$ cat src/rtl/enc_pri_scan.sv
// rtl/enc_pri_scan.sv - priority encoder with single/scan modes and valid/ready handshake
module enc_pri_scan #(
   parameter int WIDTH       = 8,
   parameter bit MSB_FIRST   = 1'b1,
   localparam int IDX_W      = $clog2(WIDTH),
   localparam int CNT_W      = $clog2(WIDTH + 1)
) (
   input  logic              clk_i,
   input  logic              rst_n_i,
   input  logic              in_valid_i,
   output logic              in_ready_o,
   input  logic [WIDTH-1:0]  in_data_i,
   input  logic              in_mode_i,
   output logic              out_valid_o,
   input  logic              out_ready_i,
   output logic [IDX_W-1:0]  out_idx_o,
   output logic              out_found_o,
   output logic              out_onehot_o,
   output logic              out_last_o,
   output logic [CNT_W-1:0]  out_cnt_o
);

   localparam logic [0:0] ST_IDLE = 1'b0;
   localparam logic [0:0] ST_SCAN = 1'b1;

   localparam logic [WIDTH-1:0] ONE = {{(WIDTH-1){1'b0}}, 1'b1};

   logic [0:0]        state_q;
   logic [WIDTH-1:0]  resid_q;

   logic              accept;
   logic              handoff;
   logic [IDX_W-1:0]  in_idx;
   logic [CNT_W-1:0]  in_cnt;
   logic [WIDTH-1:0]  in_rem;
   logic              in_multi;
   logic [IDX_W-1:0]  scan_idx;
   logic [WIDTH-1:0]  scan_rem;

   // Index of the highest-priority set bit; 0 for an all-zero vector.
   // The later match in loop order wins, so the loop direction sets the priority.
   function automatic logic [IDX_W-1:0] pri_idx(input logic [WIDTH-1:0] v);
      logic [IDX_W-1:0] r;
      r = '0;
      if (MSB_FIRST) begin
         for (int i = 0; i < WIDTH; i++)
            if (v[i]) r = IDX_W'(i);
      end else begin
         for (int i = WIDTH - 1; i >= 0; i--)
            if (v[i]) r = IDX_W'(i);
      end
      return r;
   endfunction

   // Number of set bits in the vector.
   function automatic logic [CNT_W-1:0] pop_cnt(input logic [WIDTH-1:0] v);
      logic [CNT_W-1:0] c;
      c = '0;
      for (int i = 0; i < WIDTH; i++)
         c = c + CNT_W'(v[i]);
      return c;
   endfunction

   // A new word may enter only from IDLE, and only when the output slot is free or draining.
   assign in_ready_o = rst_n_i && (state_q == ST_IDLE) && (!out_valid_o || out_ready_i);
   assign accept     = in_valid_i && in_ready_o;
   assign handoff    = out_valid_o && out_ready_i;

   // Encode the incoming word and the residual mask in parallel.
   always_comb begin
      in_idx   = pri_idx(in_data_i);
      in_cnt   = pop_cnt(in_data_i);
      in_rem   = in_data_i & ~(ONE << in_idx);
      in_multi = in_mode_i && (in_cnt > CNT_W'(1));
      scan_idx = pri_idx(resid_q);
      scan_rem = resid_q & ~(ONE << scan_idx);
   end

   // Output registers, residual mask and IDLE/SCAN sequencing.
   always_ff @(posedge clk_i or negedge rst_n_i) begin
      if (!rst_n_i) begin
         state_q      <= ST_IDLE;
         resid_q      <= '0;
         out_valid_o  <= 1'b0;
         out_idx_o    <= '0;
         out_found_o  <= 1'b0;
         out_onehot_o <= 1'b0;
         out_last_o   <= 1'b0;
         out_cnt_o    <= '0;
      end else if (accept) begin
         out_valid_o  <= 1'b1;
         out_idx_o    <= in_idx;
         out_found_o  <= |in_data_i;
         out_onehot_o <= (in_cnt == CNT_W'(1));
         out_cnt_o    <= in_cnt;
         if (in_multi) begin
            out_last_o <= 1'b0;
            resid_q    <= in_rem;
            state_q    <= ST_SCAN;
         end else begin
            out_last_o <= 1'b1;
            resid_q    <= '0;
         end
      end else if (state_q == ST_SCAN) begin
         // The residual always holds at least one bit here; found/onehot/cnt stay from the word.
         if (handoff) begin
            out_idx_o  <= scan_idx;
            resid_q    <= scan_rem;
            out_last_o <= (scan_rem == '0);
            if (scan_rem == '0)
               state_q <= ST_IDLE;
         end
      end else if (handoff) begin
         out_valid_o <= 1'b0;
      end
   end

endmodule
$ cat config.mk
export PLATFORM = sky130hd
export DESIGN_NAME = enc_pri_scan
export DESIGN_NICKNAME = d
export VERILOG_FILES = /design/src/rtl/enc_pri_scan.sv
export SDC_FILE = /design/constraint.sdc
export NUM_CORES = 1
export LEC_CHECK = 0
export ABC_AREA = 0
export CORE_MARGIN = 5
export CORE_UTILIZATION = 51
export CTS_CLUSTER_SIZE = 14
export DETAILED_ROUTE_END_ITERATION = 10
export GPL_TIMING_DRIVEN = 0
export PLACE_DENSITY = 0.79
export REMOVE_ABC_BUFFERS = 1
export SYNTH_ARGS = -nofsm -noshare
export SYNTH_HDL_FRONTEND = slang
export SYNTH_SLANG_ARGS = --single-unit
$ cat constraint.sdc
create_clock -name clk_i -period 2.4 [get_ports clk_i]
set_input_delay 0.72 -clock clk_i [delete_from_list [all_inputs] [get_ports clk_i]]
set_output_delay 0.72 -clock clk_i [all_outputs]
set_load 0.01 [all_outputs]
==> results of run 1 <==
## cell usage in the layout, fill, tap and decap left out, drive strengths merged
master	n
nor3b	1
a22o	1
clkbuf	4
a211oi	4
o31a	1
nand3	4
a221o	1
o21a	1
nor3	6
o32ai	1
ha	4
dlygate4sd2	1
dfrtp	20
clkdlybuf4s50	17
inv	18
or2	2
or4	2
a32o	3
fa	4
nand2	18
o22a	1
a2111o	1
a31oi	2
and3	1
o211ai	2
a22oi	1
nor2b	4
o31ai	3
o21ai	9
o21bai	2
dlymetal6s2s	1
nand2b	2
a21oi	7
and3b	1
or3	2
buf	12
nor2	13
## power groups by stage
stage	Sequential (uW)	Clock, uW	Combinational, uW
3_3_place_gp	563	0	749
2_1_floorplan	584	0	462
6_report	565	204	861
4_1_cts	561	207	813
5_1_grt	584	224	947
3_5_place_dp	569	0	770
## final timing paths
path / startpoint / end / depth (start not counted)
min in group clk_i: out_cnt_o[2] / out_cnt_o[2] / 2
min reg2reg: out_cnt_o[2] / out_cnt_o[2] / 2
max: in_data_i[1] / resid_q[4] / 15
max in group asynchronous: rst_n_i / resid_q[7] / 1
max reg2reg: resid_q[5] / state_q / 5
min: rst_n_i / resid_q[5] / 1
## metrics by stage
stage / instance area (sq um) / std cells / setup slack [ps] / setup TNS (ps)
after floorplan: 1250 / 142 / -1590 / -16860
after global placement: 1530 / 196 / -2440 / -32230
after detailed placement: 1530 / 196 / -2490 / -33150
after CTS: 1610 / 204 / -1480 / -15250
after global routing: 1680 / 207 / -1520 / -15830
final: 1680 / 207 / -1430 / -14840
## worst register-to-register path, stage by stage (launching register included)
cell,delay (ps)
dfrtp_1,470
or4_4,600
a211oi_2,210
nor2_1,80
or4_4,510
o22a_1,160
## sequential cells by signal (all words and copies together) (netlist names)
name          flops
out_cnt_o         4
out_found_o       1
out_idx_o         3
out_last_o        1
out_onehot_o      1
out_valid_o       1
resid_q           8
state_q           1
## timing repair
| action | CTS | global route |
|---|---|---|
| hold buffers | 0 | 0 |
| pin swaps | 12 | 7 |
| buffers inserted | 4 | 3 |
| hold endpoints to repair | 0 | 0 |
| endpoints found under the setup margin | 21 | 18 |
| gates resized for setup | 34 | 13 |
## cells in the mapped netlist
cell type  count  area share
o31ai_1        3       0.017
a22oi_1        1      0.0058
a31oi_1        2      0.0097
o32ai_1        1      0.0068
o21ai_1        3       0.012
and3_1         1      0.0048
a221o_1        1      0.0077
nand2b_1       2      0.0097
o22a_1         1      0.0068
a2111o_1       1      0.0087
or3_1          2      0.0097
or2_1          2      0.0097
ha_1           4       0.039
or4_4          2       0.017
nor2_1        13       0.038
o31a_2         1      0.0077
nor2b_1        4       0.019
buf_6          2       0.017
nand3_1        4       0.015
nor3_1         6       0.023
o21bai_1       2       0.012
inv_1         18       0.052
o21ai_0        6       0.023
o21a_1         1      0.0058
o211ai_1       2       0.012
fa_1           4       0.062
clkbuf_4       1      0.0058
a32o_1         3       0.023
clkbuf_1       3      0.0087
nand2_1       18       0.052
a21oi_1        7       0.027
a22o_1         1      0.0068
dfrtp_1       20        0.39
a211oi_2       1      0.0097
and3b_1        1      0.0068
a211oi_1       3       0.017
nor3b_1        1      0.0058
## logic make-up (layout without fill, tap and decap cells)
kind of cell / count (synthesis) / in the layout / synth area share
AOI/OAI and AO/OA: 40 / 40 / 0.218
adders and majority gates: 8 / 8 / 0.100
buffers and inverters: 24 / 53 / 0.0840
DFF: 20 / 20 / 0.386
and+or+nand+nor: 56 / 56 / 0.211
## metal layers
| layer | up-vias | GRT usage | routed length (um) |
|---|---|---|---|
| met1 | 542 | 0.239 | 1350 |
| li1 | 571 | - | - |
| met5 | - | 0 | 0 |
| met4 | 0 | 0.0774 | 61 |
| met2 | 30 | 0.307 | 1570 |
| met3 | 5 | 0.0340 | 149 |
## final cells by class
class | instances | area (sq um)
multi-input combinational | 104 | 742
sequential | 20 | 500
fill | 205 | 779
tap | 30 | 37.5
timing repair buffer | 31 | 289
clock buffer | 4 | 36.3
inverter | 18 | 70.1
==> results by stage, run 1 <==
Placed design:
- The wire-length estimate of the detail-placed layout is around 2200 um.
- Routability-driven placement finished with a final weighted congestion of between 0.8 and 0.9.
- The count of buffers added on input and output ports is 24.

Critical path:
- The critical path class is in2reg.
- The cell class contributing the biggest share of worst-path delay is adder cells.
- The maximum fanout along the worst path is 6.
- Traced cell by cell, the critical path runs through buf_8, inv_4, fa_1, fa_1, fa_1, inv_2, ha_4, inv_2, fa_2, and3b_1, a221o_1, buf_6, nor2_4, o211ai_1, o21ai_1.
- Data on the critical path is required at its endpoint by ~2700 ps.
- Data on the critical path arrives at its endpoint at between 4000 and 5000 ps.
- The slowest cell on the critical path is fa_1.
- STA classifies the critical path endpoint as a flip-flop.
- The critical path buffer and inverter count is 5.
- The worst setup path is launched from an input pin.
- The setup check on the worst reg-to-reg path leaves a slack of ~250 ps.
- For this run, the slowest stage of the critical path takes 550 ps.
- The cell seen most often among critical-path stages is fa_1.

Clock network:
- In this run the deepest clock path goes through 2 buffers.
- The deepest level of the CTS H-tree is 1.
- The number of buffers created by CTS is 3.
- Counting every sink on the clock net gives 20.
- CTS placed an instance of clkbuf_4 at the clock tree root.
- The TritonCTS clock tree is done.
- The clock transition time at the flip-flop clock pins of the worst setup and hold paths is 120 ps.
- Clock latency on the worst-skew pair, taken at its later pin, is ~320 ps.

Pwr:
- The net switching fraction of the power is 0.394.
- The fraction of power consumed by combinational cells is 0.528.
- The internal portion of total power is about 990 uW.
- The worst-case IR drop observed on VDD is 0.648 mV.
- The standby leakage power is between 0.0007 and 0.0008 uW.
- The power density of the placed cells is slightly below 1000 mW/mm^2.
- The share of total power dissipated in the clock network is 0.125.
- The net switching power is around 640 uW.
- The share of total power dissipated in sequential elements is 0.346.
- The total power of the final layout is about 1600 uW.

Routing:
- The initial detailed-routing violation count is 26.
- The via density per instance is approximately 5.5.
- The detailed-route via count is 1148.
- The per-cell routed wire length is 15.1 um.
- The count of nets left with antenna violations once routing finished came out at 0.
- The count of TritonRoute iterations in the first routing pass is 4.
- For this block, the routed nets add up to between 3000 and 4000 um of wire.
- In the routed design, unresolved DRC markers number 0.

Timing:
- The final cycle utilization of the critical path is 1.59.
- The post-layout minimum cycle time is 3830 ps.
- At the pin with the least slew margin, the transition time is 687 ps.
- The count of final max-slew check failures came to 0.
- The highest achievable clock rate is between 200 and 300 MHz.
- The total setup violations reported at the end of the flow is 14.
- The final worst-path setup slack is -1430 ps.
- The hold slack is about 340 ps.
- Setup repair after global routing could not meet its margin everywhere.
- The count of endpoints failing hold in the final timing report was 0.
- On the final layout, the worst clock skew is 12.4 ps.
- Headroom to the max-slew limit came out at 0.540.

Logic synthesis:
- Of the synthesized area, sequential elements account for 0.386.
- The cell count after synthesis came out at around 150.
- The mapped netlist covers around 0.0013 sq mm.
- Yosys mapped the design onto 37 distinct sky130hd cell types.
- The post-synthesis sequential element count is 20.
- In this run the mean area of a mapped cell was just under 9 sq um.
- For this run, the number of Yosys warnings is 0.

Floorplanning:
- The starting utilization of the core area is 0.528.
- The number of rows created at floorplan is 18.
- For this design the top-level I/O count stands at 25.
- The floorplan step set the die height to between 60 and 70 um.
- The floorplan step defined a die boundary enclosing around 0.0036 sq mm.
- The area inside the core boundary is ~0.0025 sq mm.
- In this run the horizontal extent of the chip is just over 60 um.

Global route:
- The maximum number of pins on one net before global-route repair is 23.
- The number of antenna violations at the first check in global routing is 0.
- The via count of the first global-routing pass is ~1100.
- Across every metal layer, demand over resource in global routing totals 0.185.
- The first global-routing pass estimated between 5000 and 6000 um of wire.
- Summed over all layers, the global routing overflow is 0.

Final layout:
- Of the cells placed in the final design, the portion with a size suffix greater than 1 is 0.198.
- The relative area change from synthesis to final layout is 29.2%.
- The utilization after layout is 0.682.
- The repair_antennas step left the layout with diodes totalling 0.
- The post-layout net count is between 150 and 200.

Run status:
- The checks that failed: negative setup slack.
- The flow ran to the end, but the final reports show violations.

Hold path:
- In this run the worst hold path is classified as in2async.

Run:
- The max-capacitance violation count is 0.
(Power assumes the default switching activity.)
==> run 2: changes to the inputs <==
CORE_UTILIZATION = 46   (was 51)
GPL_TIMING_DRIVEN = not set   (was 0)
PLACE_DENSITY = 0.75   (was 0.79)
SKIP_CTS_REPAIR_TIMING = 1   (was not set)
clock period = 3.35 ns   (was 2.4 ns; I/O delays follow)
==> results by stage, run 2 (synthesis gave the netlist of run 1 again) <==
Placed design:
- Routability-driven placement finished with a final weighted congestion of slightly below 0.9.
- Including well taps, the total number of placed cells is 220.
- The number of input and output port buffers inserted is 24.
- Detailed placement ended at an HPWL of 2450 um.

Critical path:
- The cell family contributing the most delay on the critical path is adder cells.
- In this run the critical register-to-register path is launched from resid_q[5].
- The biggest cell delay along the critical path is 580 ps.
- The slowest cell on the critical path is fa_1.
- The most numerous cell type found on the critical path is fa_1.
- The critical path is of the in2reg type.
- Data arrives at the worst endpoint at around 4500 ps.
- Traced cell by cell, the critical path runs through buf_8, inv_4, fa_1, fa_1, fa_1, inv_1, ha_2, inv_2, fa_2, and3b_1, a221o_1, a2111o_1, a22oi_2.
- Counting buffers and inverters, the worst setup path is 13 cells deep.
- Counting both buffers and inverters, the worst setup path holds a total of 4.
- In this run the worst path has a maximum fanout of 4.
- For the worst setup path, the data required time is about 3600 ps.
- Counting cells, the worst reg-to-reg path comes to 5.
- The source of the critical timing path is in_data_i[0].
- The kind of launch point of the worst setup path is an input pin.
- The sort of element at the end of the critical path is a flip-flop.
- The setup slack of the worst register-to-register path is 1180 ps.
- The capturing instance or port of the critical path is resid_q[3].
- The endpoint identified for the worst register-to-register timing path is state_q.

Hold path:
- The worst hold path belongs to the class reg2reg.
- The cell count of the worst hold path is 2.

Timing:
- The count of endpoints failing hold in the final timing report came to 0.
- The worst-case headroom to the max-slew limit is 0.685.
- On the final layout, the worst hold slack is a little under 500 ps.
- Setup slack on the critical path of the routed design comes to -870 ps.
- Dividing the final minimum period by the clock period gives 1.26.
- The count of final max-slew check failures was 0.
- For this run, the top clock speed supported by timing is approximately 240 MHz.
- The post-layout minimum cycle time is approximately 4200 ps.
- The total setup violations reported at the end of the flow is 12.
- Setup repair after global routing could not meet its margin everywhere.
- The slew at the pin closest to its max-slew limit is 469 ps.
- Between clock sinks in the finished design, the worst skew comes to 7.37 ps.

Floorplanning:
- The number of rows created at floorplan is 19.
- The die height is roughly 63 um.
- For this configuration, the core starts out at a cell density of 0.474.
- The die is 63.1 um wide.
- The number of ports placed on the die boundary is 25.
- The area inside the core boundary is 0.00273 sq mm.
- The full die area is 0.00398 sq mm.

Global route:
- The first global-routing pass estimated 5280 um of wire.
- The total overflow left after global routing is 0.
- The via count of the first global-routing pass was between 1000 and 1500.
- The maximum number of pins on one net before global-route repair is 22.
- The number of antenna violations at the first check in global routing is 0.
- In the global route stage, overall resource usage came out at 0.159.

Final layout:
- In the layout the commonest cells are buf_4 (24), clkdlybuf4s50_1 (21), dfrtp_1 (20), nand2_1 (17), inv_1 (14).
- The register with the most flip-flops is resid_q.
- Leaving out fill and tap cells, the most frequent cell in the layout is buf_4.
- The final layout contains roughly 220 nets.
- The count of filler cells inserted in the layout is around 220.
- The share of cells above drive strength 1 is 0.246.
- In the final layout, the registers with the most flip-flops are resid_q (8), out_cnt_o (4), out_idx_o (3).
- The utilization after layout is 0.657.
- The repair_antennas step left the layout with diodes totalling 0.
- The area growth from synthesis to layout is 38.5%.
- The finished layout holds between 200 and 250 standard cells, fillers aside.
- The flip-flop count of the largest register after layout is 8.

Pwr:
- The total power of the final layout is roughly 1200 uW.
- Summed over all cells, the static leakage comes to about 0.00084 uW.
- The worst-case IR drop observed on VDD is 0.427 mV.
- The power density of the placed cells is 669 mW/mm^2.

Routing:
- The initial detailed-routing violation count is 49.
- The detailed-route wire length is between 3000 and 4000 um.
- The per-cell routed wire length is ~14 um.
- The final route contains 1226 vias.
- The count of TritonRoute iterations in the first routing pass is 4.
- Dividing the detail-routed via count by the number of cells gives between 5 and 6.
- The residual DRC count is 0.
- Once detail routing completed, the nets flagged for antenna violations numbered 0.

Clock network:
- Clock-pin slew was measured on the worst setup and hold paths at around 110 ps.
- The deepest level of the CTS H-tree is 1.
- The maximum root-to-sink buffer count is 2.
- The number of buffers created by CTS is 3.
- The CTS root buffer is clkbuf_4.
- The count of clock tree sinks is 20.
- TritonCTS built the clock tree.
- The later pin in the worst-skew pair is clocked with a latency of 300 ps.

Run:
- The max-capacitance violation count is 0.

Run status:
- The run finished, with violations left.
- The checks that failed: negative setup slack.
[run 2: changes by cell type in the layout (fill, tap and decap cells not counted), sizes merged]
cell / previous run / this run
dlymetal6s2s: 1 / 0
clkdlybuf4s50: 17 / 21
dlygate4sd2: 1 / 0
buf: 12 / 28
[run 2: metal layers]
metal	GRT usage	share of wire	vias to the layer above
met2	0.262	0.49	38
met1	0.207	0.44	573
li1	-	-	607
met3	0.0284	0.053	8
met5	0	0	-
met4	0.0637	0.012	0
[run 2: power breakdown]
part / switching [uW] / leakage, uW / total (uW) / internal (uW)
logic: 305 / 0.000571 / 650 / 344
registers: 83.1 / 0.000249 / 409 / 326
clock network: 76.1 / 0.0000210 / 142 / 66.3
total: 465 / 0.000841 / 1200 / 737
[run 2: final cells by class]
type	instances	area [sq um]	area share
Clock buffer	4	36.3	0.0202
Timing Repair Buffer	49	439	0.245
Multi-Input combinational cell	104	711	0.396
Inverter	18	70.1	0.0390
Sequential cell	20	500	0.279
Tap cell	31	38.8	0.0216
[run 2: per-stage QoR]
stage / setup WS (ps) / setup TNS [ps] / area, sq um
after detailed placement: -1550 / -16530 / 1710
after floorplan: -924 / -8110 / 1250
after CTS: -1240 / -12150 / 1740
after global placement: -1450 / -15720 / 1710
final: -870 / -7080 / 1800
after global routing: -975 / -8500 / 1800
[run 2: worst register-to-register path, delay by kind of cell (launching register included)]
family / cells / cell delay [ps]
AND/OR/NAND/NOR: 3 / 1210
AO/OA/AOI/OAI: 2 / 390
flip-flops: 1 / 470
[run 2: worst min path at each step]
stage	from	endpoint
global route	out_cnt_o[3]	out_cnt_o[3]
CTS	out_cnt_o[0]	out_cnt_o[0]
detailed placement	out_cnt_o[0]	out_cnt_o[0]
finish	out_cnt_o[0]	out_cnt_o[0]
global placement	out_cnt_o[0]	out_cnt_o[0]
floorplan	resid_q[2]	resid_q[2]
==> run 3: changes to the inputs <==
ABC_AREA = not set   (was 0)
SLEW_MARGIN = 15   (was not set)
==> results of run 3 <==
Same layout as run 2: the final DEF is identical, and so are final timing and power.
